$ cat config.mk
export PLATFORM = sky130hd
export DESIGN_NAME = execute_stage_flat
export DESIGN_NICKNAME = d
export VERILOG_FILES = /design/src/rtl/execute_stage_if.sv /design/src/rtl/execute_stage.sv /design/src/flat_wrapper.sv
export SDC_FILE = /design/constraint.sdc
export NUM_CORES = 1
export LEC_CHECK = 0
export CAP_MARGIN = 20
export CORE_MARGIN = 2
export CORE_UTILIZATION = 29
export CTS_BUF_LIST = sky130_fd_sc_hd__clkbuf_16
export CTS_CLUSTER_SIZE = 14
export DETAILED_ROUTE_END_ITERATION = 6
export MAX_ROUTING_LAYER = met4
export PLACE_DENSITY = 0.5
export SLEW_MARGIN = 10
export SYNTH_ARGS = -nofsm -noshare
export SYNTH_HDL_FRONTEND = slang
export SYNTH_SLANG_ARGS = --single-unit
export TNS_END_PERCENT = 1
$ cat constraint.sdc
create_clock -name clk -period 14.2 [get_ports clk]
set_input_delay 2.84 -clock clk [delete_from_list [all_inputs] [get_ports clk]]
set_output_delay 2.84 -clock clk [all_outputs]
set_load 0.02 [all_outputs]
$ cat src/rtl/execute_stage_if.sv
// Execute-stage bundle interface.
// Carries the decode-side instruction bundle into the execute stage and the
// registered execute results (plus the busy indication) back out.
//   master : decode/upstream side (drives *_D bundle, observes *_E results)
//   slave  : execute_stage (consumes *_D bundle, drives *_E results)
interface execute_stage_if;
  logic        valid_D;
  logic [31:0] rs1_val;
  logic [31:0] rs2_val;
  logic [31:0] imm;
  logic        use_imm;
  logic [3:0]  alu_op;
  logic        reg_WE_D;
  logic [4:0]  rd_D;
  logic [31:0] pc_D;

  logic        valid_E;
  logic [31:0] alu_result;
  logic [4:0]  rd_E;
  logic        reg_WE_E;
  logic [31:0] pc_E;
  logic        busy_E;

  modport master (
    output valid_D, rs1_val, rs2_val, imm, use_imm, alu_op, reg_WE_D, rd_D, pc_D,
    input  valid_E, alu_result, rd_E, reg_WE_E, pc_E, busy_E
  );

  modport slave (
    input  valid_D, rs1_val, rs2_val, imm, use_imm, alu_op, reg_WE_D, rd_D, pc_D,
    output valid_E, alu_result, rd_E, reg_WE_E, pc_E, busy_E
  );
endinterface

$ cat src/rtl/execute_stage.sv
// Execute stage of the integer pipeline.
// Single-cycle ALU for ADD/SUB/logic/shift/compare ops; MUL runs as a
// radix-2 shift-add iteration over MUL_CYCLES edges while busy_E is high.
// Ports:
//   clk      pipeline clock
//   reset_E  asynchronous active-high reset
//   stall_E  hold the stage register (ignored while multiplying)
//   flush_E  insert a bubble; aborts an in-flight multiply
//   bus      execute_stage_if.slave: decode bundle in, registered results out
module execute_stage #(
  parameter int MUL_CYCLES = 32
) (
  input  logic clk,
  input  logic reset_E,
  input  logic stall_E,
  input  logic flush_E,
  execute_stage_if.slave bus
);

  localparam int CNT_W = (MUL_CYCLES > 1) ? $clog2(MUL_CYCLES) : 1;
  localparam logic [CNT_W-1:0] LAST = CNT_W'(MUL_CYCLES - 1);
  localparam logic [3:0] OP_MUL = 4'd10;

  typedef enum logic {IDLE, MUL} state_t;

  state_t            state_q, state_d;
  logic [CNT_W-1:0]  cnt_q, cnt_d;
  logic              valid_q, valid_d;
  logic              we_q, we_d;
  logic [31:0]       res_q, res_d;
  logic [4:0]        rd_q, rd_d;
  logic [31:0]       pc_q, pc_d;

  logic [31:0]       mcand_q, mcand_d;
  logic [31:0]       mplier_q, mplier_d;
  logic [31:0]       acc_q, acc_d;
  logic              wel_q, wel_d;

  logic [31:0]       opb;
  logic [31:0]       acc_step;

  assign opb = bus.use_imm ? bus.imm : bus.rs2_val;

  function automatic logic [31:0] alu_fn(input logic [3:0] op,
                                         input logic [31:0] a,
                                         input logic [31:0] b);
    logic signed [31:0] a_s;
    logic signed [31:0] b_s;
    logic [4:0]         sh;
    logic [31:0]        r;
    a_s = signed'(a);
    b_s = signed'(b);
    sh  = b[4:0];
    case (op)
      4'd0:    r = a + b;
      4'd1:    r = a - b;
      4'd2:    r = a & b;
      4'd3:    r = a | b;
      4'd4:    r = a ^ b;
      4'd5:    r = a << sh;
      4'd6:    r = a >> sh;
      4'd7:    r = unsigned'(a_s >>> sh);
      4'd8:    r = {31'd0, (a_s < b_s)};
      4'd9:    r = {31'd0, (a < b)};
      // MUL is produced by the iterative path; a bubble MUL latches 0
      default: r = '0;
    endcase
    return r;
  endfunction

  always_comb begin
    state_d  = state_q;
    cnt_d    = cnt_q;
    valid_d  = valid_q;
    we_d     = we_q;
    res_d    = res_q;
    rd_d     = rd_q;
    pc_d     = pc_q;
    mcand_d  = mcand_q;
    mplier_d = mplier_q;
    acc_d    = acc_q;
    wel_d    = wel_q;
    acc_step = acc_q + (mplier_q[0] ? mcand_q : 32'd0);

    case (state_q)
      IDLE: begin
        if (flush_E) begin
          valid_d = 1'b0;
          we_d    = 1'b0;
        end else if (!stall_E) begin
          rd_d = bus.rd_D;
          pc_d = bus.pc_D;
          if (bus.valid_D && (bus.alu_op == OP_MUL)) begin
            // Result stays invisible to the memory stage until the product is done
            state_d  = MUL;
            cnt_d    = '0;
            valid_d  = 1'b0;
            we_d     = 1'b0;
            wel_d    = bus.reg_WE_D;
            mcand_d  = bus.rs1_val;
            mplier_d = opb;
            acc_d    = '0;
          end else begin
            res_d   = alu_fn(bus.alu_op, bus.rs1_val, opb);
            valid_d = bus.valid_D;
            we_d    = bus.valid_D & bus.reg_WE_D;
          end
        end
      end
      MUL: begin
        if (flush_E) begin
          state_d = IDLE;
          cnt_d   = '0;
          valid_d = 1'b0;
          we_d    = 1'b0;
        end else begin
          // stall_E deliberately ignored so the iteration count always advances
          acc_d    = acc_step;
          mcand_d  = mcand_q << 1;
          mplier_d = mplier_q >> 1;
          if (cnt_q == LAST) begin
            state_d = IDLE;
            cnt_d   = '0;
            res_d   = acc_step;
            valid_d = 1'b1;
            we_d    = wel_q;
          end else begin
            cnt_d = cnt_q + CNT_W'(1);
          end
        end
      end
      default: state_d = IDLE;
    endcase
  end

  always_ff @(posedge clk or posedge reset_E) begin
    if (reset_E) begin
      state_q <= IDLE;
      cnt_q   <= '0;
      valid_q <= 1'b0;
      we_q    <= 1'b0;
      res_q   <= '0;
      rd_q    <= '0;
      pc_q    <= '0;
    end else begin
      state_q <= state_d;
      cnt_q   <= cnt_d;
      valid_q <= valid_d;
      we_q    <= we_d;
      res_q   <= res_d;
      rd_q    <= rd_d;
      pc_q    <= pc_d;
    end
  end

  // Multiply working registers are always reloaded at capture, so no reset
  always_ff @(posedge clk) begin
    mcand_q  <= mcand_d;
    mplier_q <= mplier_d;
    acc_q    <= acc_d;
    wel_q    <= wel_d;
  end

  assign bus.valid_E    = valid_q;
  assign bus.alu_result = res_q;
  assign bus.rd_E       = rd_q;
  assign bus.reg_WE_E   = we_q;
  assign bus.pc_E       = pc_q;
  assign bus.busy_E     = (state_q == MUL);

endmodule
$ cat src/flat_wrapper.sv
// flat-port wrapper written by rule: the top's interface ports become plain ports
module execute_stage_flat 
#(
  parameter int MUL_CYCLES = 32
)
  (clk, reset_E, stall_E, flush_E, bus_valid_D, bus_rs1_val, bus_rs2_val, bus_imm, bus_use_imm, bus_alu_op, bus_reg_WE_D, bus_rd_D, bus_pc_D, bus_valid_E, bus_alu_result, bus_rd_E, bus_reg_WE_E, bus_pc_E, bus_busy_E);
  execute_stage_if bus_i ();
  input  logic clk;
  input  logic reset_E;
  input  logic stall_E;
  input  logic flush_E;
  input wire logic [$bits(bus_i.valid_D)-1:0] bus_valid_D;
  input wire logic [$bits(bus_i.rs1_val)-1:0] bus_rs1_val;
  input wire logic [$bits(bus_i.rs2_val)-1:0] bus_rs2_val;
  input wire logic [$bits(bus_i.imm)-1:0] bus_imm;
  input wire logic [$bits(bus_i.use_imm)-1:0] bus_use_imm;
  input wire logic [$bits(bus_i.alu_op)-1:0] bus_alu_op;
  input wire logic [$bits(bus_i.reg_WE_D)-1:0] bus_reg_WE_D;
  input wire logic [$bits(bus_i.rd_D)-1:0] bus_rd_D;
  input wire logic [$bits(bus_i.pc_D)-1:0] bus_pc_D;
  output wire logic [$bits(bus_i.valid_E)-1:0] bus_valid_E;
  output wire logic [$bits(bus_i.alu_result)-1:0] bus_alu_result;
  output wire logic [$bits(bus_i.rd_E)-1:0] bus_rd_E;
  output wire logic [$bits(bus_i.reg_WE_E)-1:0] bus_reg_WE_E;
  output wire logic [$bits(bus_i.pc_E)-1:0] bus_pc_E;
  output wire logic [$bits(bus_i.busy_E)-1:0] bus_busy_E;
  assign bus_i.valid_D = bus_valid_D;
  assign bus_i.rs1_val = bus_rs1_val;
  assign bus_i.rs2_val = bus_rs2_val;
  assign bus_i.imm = bus_imm;
  assign bus_i.use_imm = bus_use_imm;
  assign bus_i.alu_op = bus_alu_op;
  assign bus_i.reg_WE_D = bus_reg_WE_D;
  assign bus_i.rd_D = bus_rd_D;
  assign bus_i.pc_D = bus_pc_D;
  assign bus_valid_E = bus_i.valid_E;
  assign bus_alu_result = bus_i.alu_result;
  assign bus_rd_E = bus_i.rd_E;
  assign bus_reg_WE_E = bus_i.reg_WE_E;
  assign bus_pc_E = bus_i.pc_E;
  assign bus_busy_E = bus_i.busy_E;
  execute_stage #(.MUL_CYCLES(MUL_CYCLES)) u_core (.clk(clk), .reset_E(reset_E), .stall_E(stall_E), .flush_E(flush_E), .bus(bus_i));
endmodule
==> impl_metrics.toml <==
[clock_network]
cts.sinks = 174
cts_hold_buffers = 0
cts-htree-levels = 4
cts_buffers = 17
cts_buffer_depth = 2
tritoncts = "yes"
insertion_delay_ns = 0.51
cts-root-buf = "clkbuf_16"
clk_pin_slew_ns = 0.09
cts-resized-gates = 0
cts_setup_buffers = 0

[worst_setup_path]
worstReg2RegStart = "u_core.mplier_q[0]$_DFFE_PP_"
crit_chain = "buf_2 -> mux2i_4 -> inv_4 -> ha_1 -> inv_1 -> fa_1 -> nand2b_1 -> a21oi_1 -> o21ai_0 -> a21oi_1 -> a311o_1 -> o21ai_1 -> nor3_1 -> nor4_1 -> a2111oi_0 -> o31ai_1"
r2r_slack_ns = 9.72
cp_top_family = "compound AO/OA/AOI/OAI gates"
r2r_end = "u_core.acc_q[30]$_SDFFCE_PN0P_"
cp-start-kind = "input port"
cp.depth = 16
slowest_stage = "buf_2"
end_kind = "register"
worstPathRequired_ns = 14.62
cp_slowest_stage_delay_ns = 0.77
crit_type = "input port to register"
critPathBufInv = 3
rr_worst_depth = 15
critPathMaxFanout = 45
cpMostUsedCell = "a21oi_1"
critPathArrivalTime_ns = 8.05

[global_routing]
grt_pass1_wl_um = 116000
antenna_found_initial = 2
grt_pass1_vias = 17000
grt_use_total_pct = 25.0
grt_max_degree = 62
grt_overflow = 0

[timing]
slew_viol_final = 0
fmax_ghz = 0.131
hold_slack_ns = 0.481
worstMarginPinSlew_ns = 1.03
worst_slack_ns = 6.56
fin_crit_ns = 7.64
finalHoldViolations = 0
tns_ns = 0
rsz0062_at_grt = "false"
finalClockSkew_ns = 0.0220
relSlewSlack_pct = 31.5
final-setup-viol-count = 0
fin_crit_sh_pct = 53.8

[route]
via_count = 17800
viasPerCell = 5.70
drt_wl_total_um = 79200
first_iter_violations = 1939
routedWlPerCell_um = 25.4
drc = 0
ant_nets = 0
drt_first_pass_iters = 6

[yosys]
avgSynthCellArea_sq_um = 8.46
synth-compound-area-share_pct = 23.7
yosysWarnings = 0
synth_edf_count = 97
synth_adder_area_share_pct = 9.55
yosysTopAreaCellShare_pct = 16.1
synthSimpleGateAreaFrac_pct = 17.1
synth_area_sq_mm = 0.0180
synth_xor_area_share_pct = 1.60
syn_nets = 2412
netlist_top_cells_count = "229 x nand2_1, 178 x nor2_1, 169 x a21oi_1"
ys_seq_elements = 174
synth_area_leaders = "edfxtp_1 16%, dfrtp_1 11%, ha_1 9.2%, mux2_2 6.1%, mux2i_1 5.0%"
yosysMostFrequentCell = "nand2_1"
ys_seq_area_share_pct = 26.8
yosysUniqueCellTypes = 85
yosysTopAreaCell = "edfxtp_1"
synth_top_family_by_area = "compound AO/OA/AOI/OAI gates"
async_flop_share_pct = 44.3
synthMuxAreaShare_pct = 15.8
synthCells = 2132
synthFlopType = "edfxtp_1"

[min_path]
hold_path.class = "register to register"
hold_end = "u_core.bus.alu_result[2]$_DFFE_PP0P_"
hold_start = "u_core.bus.alu_result[2]$_DFFE_PP0P_"
hold_depth = 2

[die]
pin_count = 216
die_area_sq_mm = 0.0642
design.core.area_sq_mm = 0.0616
row_count = 91
die_y_um = 253
start_util_pct = 29.3
die_x_um = 253

[power_and_ir_drop]
powerDensity_mw_per_mm2 = 84.6
irDropWorstVdd_mv = 0.0964
leakagePower_nw = 8.54

[layout]
final_nets = 2543
regArea_sq_mm = 0.00484
fin_util_pct = 35.1
drive_gt1_share_pct = 9.93
fillCellCount = 6432
multiInputGateArea_sq_mm = 0.0123
syn2layout_area_growth_pct = 19.7

[run]
cap_violations = 0

[placed_design]
port_buffers = 215
place.detailed.hpwl_um = 60900
place_congestion = 0.978
dp_slack_ns = 6.05

[run_status]
status = "finished clean"
==> where the power goes <==
part,internal (W),leakage [nW],switching [W]
logic,0.000283,6.40,0.000449
clock network,0.000244,0.297,0.000259
registers,0.000569,1.84,0.0000233
==> registers in the layout (all words and copies together), names as in the netlist, 5 cells and up <==
name / count
u_core.bus.alu_result: 32
u_core.mplier_q: 32
u_core.mcand_q: 32
u_core.cnt_q: 5
u_core.bus.pc_E: 32
u_core.acc_q: 32
u_core.bus.rd_E: 5
==> metrics by stage <==
step	area, sq um	cells	power (W)
floorplan	18000	2132	0.00102
global placement	21000	3081	0.00132
detailed placement	21000	3081	0.00132
CTS	21600	3113	0.00184
global route	21600	3113	0.00191
finish	21600	3114	0.00183
==> final cells by class <==
cell class	count	area share (%)
Sequential cell	174	22.4
Inverter	110	1.93
Timing Repair Buffer	247	11.0
Tap cell	837	4.85
Clock buffer	18	2.08
Antenna cell	1	0.0116
Multi-Input combinational cell	1713	57.0
Clock inverter	14	0.695
==> kinds of logic after synthesis <==
family | after synthesis
xor+xnor | 33
compound gates | 658
buf+inv | 245
flops | 174
fa+ha+maj | 136
mux | 225
simple gates | 661
==> worst reg2reg max path, stage by stage, from the launching register on <==
cell,delay [ns]
edfxtp_1,0.34
buf_4,0.29
and2_1,0.19
ha_1,0.24
inv_1,0.08
fa_1,0.43
nor2b_1,0.24
o2111ai_1,0.21
a32oi_1,0.46
a21oi_1,0.23
o21bai_1,0.37
a41oi_1,0.21
nor3_1,0.37
a221oi_1,0.18
xor2_1,0.33
nor2b_1,0.08
==> cell usage in the layout, fill, tap and decap left out, types with 9 or more instances in the layout <==
cell type / n
a211oi_1: 29
inv_1: 105
o22ai_1: 18
and2_1: 51
xnor2_1: 19
a21o_1: 33
nand2_1: 229
clkbuf_16: 18
nand2b_1: 17
a22oi_1: 10
o31ai_1: 15
nor2b_1: 26
dfrtp_1: 76
nand4_1: 9
o21ai_0: 147
mux2_2: 97
o21a_1: 16
nor4_1: 12
nor3_1: 33
edfxtp_1: 97
a221oi_1: 22
mux2i_1: 88
mux4_2: 33
o211ai_1: 40
clkdlybuf4s50_1: 214
o221ai_1: 22
buf_4: 32
ha_1: 133
and3_1: 21
nand3_1: 40
a31oi_1: 37
nor2_1: 177
or3_1: 14
xor2_1: 14
a21oi_1: 168
o21bai_1: 19
==> worst max-delay path by stage <==
stage	slack, ns	from	to
after global routing	6.30	bus_use_imm	u_core.bus.alu_result[0]$_DFFE_PP0P_
after floorplan	5.97	bus_alu_op[3]	u_core.acc_q[0]$_SDFFCE_PN0P_
after CTS	6.59	bus_use_imm	u_core.bus.alu_result[0]$_DFFE_PP0P_
after detailed placement	6.05	bus_use_imm	u_core.bus.alu_result[0]$_DFFE_PP0P_
after global placement	6.15	bus_use_imm	u_core.bus.alu_result[0]$_DFFE_PP0P_
final	6.56	bus_use_imm	u_core.bus.alu_result[0]$_DFFE_PP0P_
==> layer usage <==
metal	vias to the layer above	GRT usage (%)	wire, um
met4	0	5.48	1420
met5	-	-	0
li1	8177	-	-
met1	8806	35.7	37900
met2	706	37.7	35100
met3	67	2.97	4740
Power figures use the tool's default switching activity.
